$ cat config.mk
export PLATFORM = sky130hd
export DESIGN_NAME = input_debouncer
export DESIGN_NICKNAME = d
export VERILOG_FILES = /design/src/rtl/input_debouncer_pkg.sv /design/src/rtl/bit_synchronizer.sv /design/src/rtl/input_debouncer.sv
export SDC_FILE = /design/constraint.sdc
export NUM_CORES = 1
export LEC_CHECK = 0
export BUFFER_PORTS_ARGS = -buffer_cell sky130_fd_sc_hd__buf_2
export CAP_MARGIN = 20
export CORE_MARGIN = 1.5
export CORE_UTILIZATION = 30
export CTS_BUF_LIST = sky130_fd_sc_hd__clkbuf_8
export DETAILED_ROUTE_END_ITERATION = 6
export PLACE_DENSITY = 0.53
export SLEW_MARGIN = 20
export SYNTH_ARGS = -nofsm -noshare
export SYNTH_HDL_FRONTEND = slang
export SYNTH_SLANG_ARGS = --single-unit
$ cat constraint.sdc
create_clock -name clk -period 2.6 [get_ports clk]
set_input_delay 0.52 -clock clk [delete_from_list [all_inputs] [get_ports clk]]
set_output_delay 0.52 -clock clk [all_outputs]
set_load 0.03 [all_outputs]
$ cat src/rtl/input_debouncer_pkg.sv
// input_debouncer_pkg: FSM state encoding and shared constants for the input debouncer.
`default_nettype none

package input_debouncer_pkg;

  localparam int GLITCH_CNT_W = 8;

  typedef enum logic {
    STABLE = 1'b0,
    CHECK  = 1'b1
  } state_t;

endpackage

`default_nettype wire

$ cat src/rtl/bit_synchronizer.sv
// bit_synchronizer: STAGES-deep flop chain that brings an asynchronous bit into the clk domain.
`default_nettype none

module bit_synchronizer #(
  parameter int STAGES = 2
) (
  input  logic clk,
  input  logic rst,
  input  logic d,
  output logic q
);

  logic [STAGES-1:0] chain;

  always_ff @(posedge clk) begin
    if (rst) begin
      chain <= '0;
    end else begin
      chain <= {chain[STAGES-2:0], d};
    end
  end

  assign q = chain[STAGES-1];

endmodule

`default_nettype wire

$ cat src/rtl/input_debouncer.sv
// input_debouncer: synchronizes and debounces a raw level; optional glitch statistics
// compiled in with INPUT_DEBOUNCER_STATS_EN (otherwise glitch_cnt is tied to zero).
`default_nettype none

module input_debouncer
  import input_debouncer_pkg::*;
#(
  parameter int SYNC_STAGES     = 2,
  parameter int DEBOUNCE_CYCLES = 4
) (
  input  logic                    clk,
  input  logic                    rst,
  input  logic                    in,
  output logic                    out,
  output logic                    busy,
  output logic [GLITCH_CNT_W-1:0] glitch_cnt
);

  localparam int CNT_W = $clog2(DEBOUNCE_CYCLES + 1);
  // The edge that would bring cnt up to DEBOUNCE_CYCLES is the accepting edge.
  localparam logic [CNT_W-1:0] ACCEPT_AT = CNT_W'(DEBOUNCE_CYCLES - 1);

  state_t           state;
  logic [CNT_W-1:0] cnt;
  logic             sync_q;

  bit_synchronizer #(
    .STAGES (SYNC_STAGES)
  ) u_sync (
    .clk (clk),
    .rst (rst),
    .d   (in),
    .q   (sync_q)
  );

  always_ff @(posedge clk) begin
    if (rst) begin
      state <= STABLE;
      cnt   <= '0;
      out   <= 1'b0;
      busy  <= 1'b0;
    end else begin
      case (state)
        STABLE: begin
          if (sync_q != out) begin
            if (DEBOUNCE_CYCLES == 1) begin
              out <= sync_q;
              cnt <= '0;
            end else begin
              state <= CHECK;
              cnt   <= CNT_W'(1);
              busy  <= 1'b1;
            end
          end else begin
            cnt <= '0;
          end
        end
        CHECK: begin
          if (sync_q == out) begin
            state <= STABLE;
            cnt   <= '0;
            busy  <= 1'b0;
          end else if (cnt >= ACCEPT_AT) begin
            out   <= sync_q;
            state <= STABLE;
            cnt   <= '0;
            busy  <= 1'b0;
          end else begin
            cnt <= cnt + 1'b1;
          end
        end
        default: begin
          state <= STABLE;
          cnt   <= '0;
          busy  <= 1'b0;
        end
      endcase
    end
  end

`ifdef INPUT_DEBOUNCER_STATS_EN
  logic glitch_evt;

  // A candidate that reverts before acceptance counts as one rejected transition.
  assign glitch_evt = (state == CHECK) && (sync_q == out);

  always_ff @(posedge clk) begin
    if (rst) begin
      glitch_cnt <= '0;
    end else if (glitch_evt && (glitch_cnt != {GLITCH_CNT_W{1'b1}})) begin
      glitch_cnt <= glitch_cnt + 1'b1;
    end
  end
`else
  assign glitch_cnt = '0;
`endif

endmodule

`default_nettype wire
==> results of run 1 <==
per-stage QoR:
step / util [%] / hold WS, ns / instance area [um2] / total power [mW]
global route: 35.2 / 0.469 / 458 / 0.323
floorplan: - / 0.414 / 442 / 0.166
CTS: 35.2 / 0.453 / 458 / 0.312
finish: 35.2 / 0.453 / 458 / 0.306
global placement: 32.0 / 0.452 / 417 / 0.161
detailed placement: 32.0 / 0.446 / 417 / 0.161
state kept, by name, summed over array words and instances (netlist names):
signal and count:
cnt 3, u_sync.chain 2, busy 1, out 1, state 1
placed cells by master (no fill, tap or decap), types with 2 or more instances in the layout:
cell / n
clkbuf_8: 3
conb_1: 8
ha_1: 2
dfxtp_1: 8
nor2b_1: 3
buf_2: 4
nor4b_2: 2
inv_1: 2
cell families after synthesis:
| family | count (synthesis) | synth area share (%) |
|---|---|---|
| buffers and inverters | 11 | 17.2 |
| and+or+nand+nor | 12 | 21.4 |
| adders and majority gates | 2 | 6.02 |
| xor gates and xnor gates | 1 | 3.92 |
| other | 1 | 0.903 |
| muxes | 1 | 2.41 |
| AOI/OAI and AO/OA | 4 | 9.64 |
| DFF | 8 | 38.6 |
worst max path at each step:
stage          slack, ns                 to  cells past startpoint
2_1_floorplan       1.26  cnt[2]$_SDFF_PP0_                      5
3_3_place_gp        1.17  cnt[0]$_SDFF_PP0_                      5
3_5_place_dp        1.15  cnt[0]$_SDFF_PP0_                      5
4_1_cts             1.13  cnt[0]$_SDFF_PP0_                      5
5_1_grt             1.06  cnt[0]$_SDFF_PP0_                      5
6_report            1.14  cnt[0]$_SDFF_PP0_                      5
final cells by class:
cell class / instances / area (um2) / area share (%)
clock buffer: 3 / 41.3 / 9.02
sequential: 8 / 160 / 35.0
inverter: 2 / 7.51 / 1.64
multi-input combinational: 28 / 210 / 45.9
tap: 15 / 18.8 / 4.10
timing repair buffer: 4 / 20.0 / 4.37
power groups by stage:
stage | clock [mW] | combinational, mW | sequential, mW
global route | 0.160 | 0.0322 | 0.130
CTS | 0.153 | 0.0291 | 0.130
finish | 0.147 | 0.0290 | 0.130
floorplan | 0 | 0.0331 | 0.133
detailed placement | 0 | 0.0290 | 0.132
global placement | 0 | 0.0292 | 0.132
per-layer routing:
layer	GRT usage [%]	wire length (um)
met5	0	0
met1	9.40	252
met4	2.50	0
met2	14.5	219
met3	8.33	45
==> impl_metrics.ini, run 1 <==
[clock_network]
postCtsSetupRepairBufs = 0
cts_tree = yes
cts_hold_buf = 0
clk_latency_ns = 0.23
cts.htree.levels = 1
cts_inserted_buffers = 3
cts_sinks = 8
cts_max_path_buffers = 2
cts_resized = 0
ctsRootBufferMaster = clkbuf_8
clk_pin_slew_worst_paths_ns = 0.04

[synth]
yosys_warnings = 0
synth_top_area_share_pct = 38.6
syn_area_um2 = 415
ys_ff_latch = 8
async_flop_share_pct = 0
ys_types = 21
yosys-top-cells-count = 8 x buf_4, 8 x dfxtp_1, 3 x nor2b_1
synth_largest_area_cell = dfxtp_1
syn_avg_cell_area_um2 = 10.4
syn_inst = 40
yosysSeqAreaShare_pct = 38.6
synth_area_leaders = dfxtp_1 39%, buf_4 14%, nor4b_2 7.2%, ha_1 6.0%, a211oi_4 4.8%
synth-edff-count = 0
synthFlopType = dfxtp_1

[detailed_routing]
via_per_inst = 4.15
route.detailed.wl_per_inst_um = 8.62
via_count = 249
wirelength_um = 517
route.detailed.drc = 0
antenna_left = 0
firstDrtPassIters = 2
first_iter_violations = 4

[critical_path]
startpoint_type = flop
startpoint = cnt[0]$_SDFF_PP0_
cp-end-kind = flop
critPathMaxStageDelay_ns = 0.34
r2r-end = cnt[0]$_SDFF_PP0_
worstPathArrival_ns = 1.59
worst-r2r-setup-slack_ns = 1.14
worstPathRequired_ns = 2.73
crit_buf_inv = 0
crit_chain = ha_1, ha_1, a211oi_4, nand2_2, o31ai_1
crit_top_cell = ha_1
crit_family = compound AO/OA/AOI/OAI gates
worstReg2RegStart = cnt[0]$_SDFF_PP0_
worstPathMaxFanout = 3
critPathKind = flop to flop
cp_slowest_cell = dfxtp_1
reg2regPathDepth = 5

[global_routing]
grt_pass1_wl_um = 924
antenna_found_initial = 0
overflow = 0
grt_pass1_vias = 230
grt_util_all_layers_pct = 9.43
grt_max_degree = 11

[place]
place.gp.congestion = 0.636
dp.cells = 57
pre_cts_ws_ns = 1.15
place_hpwl_um = 391
io_buffers = 4

[sta]
fin_ws_ns = 1.14
max_freq_mhz = 687
rsz0062_at_grt = no
drv_slew = 0
finalHoldViolations = 0
period_share_pct = 56.0
fin_crit_ns = 1.46
setup_viol = 0
tns_ns = 0
finClkSkew_ns = 0.00285

[pwr]
switchingPower_mw = 0.0730
clkPwrFrac_pct = 48.1
peakVddDrop_uv = 504
leakagePower_nw = 0.186
switching_share_pct = 23.9
power_density_nw_per_um2 = 668
p_int_mw = 0.233
p_comb_share_pct = 9.5
seq_power_share_pct = 42.4

[floorplan]
fp.dieW_um = 40.2
initial_core_util_pct = 31.9
core_area_um2 = 1300
placementRows = 13
die_h_um = 40.2
num_io_pins = 13
die-area_um2 = 1620

[cells_and_area]
fillers = 138
nets = 52
area_growth_pct = 10.2
drive_gt1_share_pct = 26.7
diodes = 0
fin_cells = 60

[min_path]
hp-start = u_sync.chain[0]$_SDFF_PP0_
min_path_type = flop to flop
min_to = u_sync.chain[1]$_SDFF_PP0_
holdPathStages = 1

[flow_run]
cap_violations = 0

[run_status]
status = completed
Note: power is estimated with default switching activity, not from simulation.
==> run 2: changes to the inputs <==
--- a/config.mk
+++ b/config.mk
@@ -11,7 +11,7 @@
 export CORE_UTILIZATION = 30
 export CTS_BUF_LIST = sky130_fd_sc_hd__clkbuf_8
 export DETAILED_ROUTE_END_ITERATION = 6
-export PLACE_DENSITY = 0.53
+export PLACE_DENSITY = 0.55
 export SLEW_MARGIN = 20
 export SYNTH_ARGS = -nofsm -noshare
 export SYNTH_HDL_FRONTEND = slang
==> constraint.sdc (replaced) <==
create_clock -name clk -period 1.2 [get_ports clk]
set_input_delay 0.24 -clock clk [delete_from_list [all_inputs] [get_ports clk]]
set_output_delay 0.24 -clock clk [all_outputs]
set_load 0.03 [all_outputs]
==> impl_metrics.ini, run 2 (synthesis results as in run 1) <==
[cells_and_area]
nets = 58
regMostFlops = cnt
fin_cells = 66
final_cell_mix = 8 x conb_1, 6 x dfxtp_1, 6 x buf_4, 4 x buf_2, 3 x clkbuf_8
diodes = 0
drive_gt1_share_pct = 49.0
fin_area_um2 = 548
final_common_cell = conb_1
largestRegisters = cnt (3), u_sync.chain (2)
largest_reg_flops = 3
area_growth_pct = 31.9

[place]
dp.cells = 61
place.gp.congestion = 0.622
place_area_um2 = 474
io_buffers = 4

[critical_path]
worstPathArrival_ns = 1.45
worstPathRequired_ns = 1.31
worstReg2RegStart = cnt[1]$_SDFF_PP0_
cp_slowest_cell = dfxtp_2
startpoint_type = flop
critPathMaxStageDelay_ns = 0.33
worst-r2r-setup-slack_ns = -0.13
cp-end-kind = flop
crit_chain = ha_4, ha_4, a211oi_4, buf_4, nor2b_4, mux2i_1
critPathKind = flop to flop
crit_top_cell = ha_4
worstPathMaxFanout = 3
r2r-end = out$_SDFFE_PP0P_
reg2regPathDepth = 6

[clock_network]
ctsRootBufferMaster = clkbuf_8
cts_hold_buf = 0
cts.htree.levels = 1
clk_pin_slew_worst_paths_ns = 0.04
cts_sinks = 8
cts_inserted_buffers = 3
cts_max_path_buffers = 2
clk_latency_ns = 0.23
cts_tree = yes

[global_routing]
grt_max_degree = 11
overflow = 0
antenna_found_initial = 0
grt_pass1_vias = 247
grt_util_all_layers_pct = 11.0
grt_pass1_wl_um = 1010

[pwr]
peakVddDrop_uv = 587
finalPower_mw = 0.676
power_density_nw_per_um2 = 1230
leakagePower_nw = 0.219

[detailed_routing]
via_count = 262
route.detailed.drc = 0
firstDrtPassIters = 2
via_per_inst = 3.97
first_iter_violations = 3
antenna_left = 0
route.detailed.wl_per_inst_um = 9.62
wirelength_um = 635

[floorplan]
die_h_um = 40.2
num_io_pins = 13
placementRows = 13
die-area_um2 = 1620
initial_core_util_pct = 31.9
fp.dieW_um = 40.2
core_area_um2 = 1300

[flow_run]
cap_violations = 0

[run_status]
status = finished, violations left
violations = negative setup slack

[min_path]
min_path_type = input port to flop
hp-start = in
holdPathStages = 2
min_to = u_sync.chain[0]$_SDFF_PP0_

[sta]
period_share_pct = 111
fin_crit_ns = 1.33
hold_ws_ns = 0.234
finClkSkew_ns = 0.00407
setup_viol = 6
finalHoldViolations = 0
rsz0062_at_grt = yes
max_freq_mhz = 750
fin_ws_ns = -0.134
tns_ns = -0.679
drv_slew = 0
==> run 2: area by class of cell <==
class | count | area [um2]
Fill cell | 126 | 753
Multi-Input combinational cell | 28 | 253
Sequential cell | 8 | 163
Timing Repair Buffer | 10 | 65.1
Clock buffer | 3 | 41.3
Tap cell | 15 | 18.8
Inverter | 2 | 7.51
==> run 2: metrics by stage <==
stage | setup slack (ns) | utilization (%)
floorplan | -0.0420 | -
global placement | -0.0975 | 36.4
detailed placement | -0.0987 | 36.4
CTS | -0.104 | 41.0
global route | -0.178 | 42.1
finish | -0.134 | 42.1
==> run 2: what timing repair did <==
item | 4_1_cts | 5_1_grt
gates resized for setup | 1 | 3
setup buffers | 2 | 0
pin swaps | 1 | 4
setup endpoints to repair | 5 | 6
==> run 2: power by group <==
part / total, mW / switching [mW] / leakage (nW) / internal [mW]
sequential: 0.281 / 0.00589 / 0.0662 / 0.275
clock: 0.325 / 0.107 / 0.0216 / 0.217
combinational: 0.0702 / 0.0530 / 0.131 / 0.0172
==> run 2: worst max-delay path by stage <==
stage                       from  cells past startpoint           endpoint
6_report       cnt[1]$_SDFF_PP0_                      6   out$_SDFFE_PP0P_
4_1_cts        cnt[1]$_SDFF_PP0_                      5  cnt[1]$_SDFF_PP0_
2_1_floorplan  cnt[0]$_SDFF_PP0_                      5  cnt[1]$_SDFF_PP0_
3_3_place_gp   cnt[1]$_SDFF_PP0_                      5  cnt[1]$_SDFF_PP0_
5_1_grt        cnt[0]$_SDFF_PP0_                      5  cnt[0]$_SDFF_PP0_
3_5_place_dp   cnt[0]$_SDFF_PP0_                      5  cnt[1]$_SDFF_PP0_
==> run 2: worst max-delay path, delay by kind of cell (launching register included) <==
family	cells	cell delay, ns
adders and majority gates	2	0.32
AOI/OAI and AO/OA	1	0.26
DFF	1	0.33
muxes	1	0.11
and+or+nand+nor	1	0.04
buffers and inverters	1	0.17
==> run 2: layer usage <==
metal / up-vias / part of all wire [%] / track usage (%)
met5: - / 0 / 0
met3: 4 / 8.2 / 8.33
li1: 136 / - / -
met2: 11 / 48 / 15.7
met1: 111 / 40 / 10.1
met4: 0 / 3.3 / 10.0
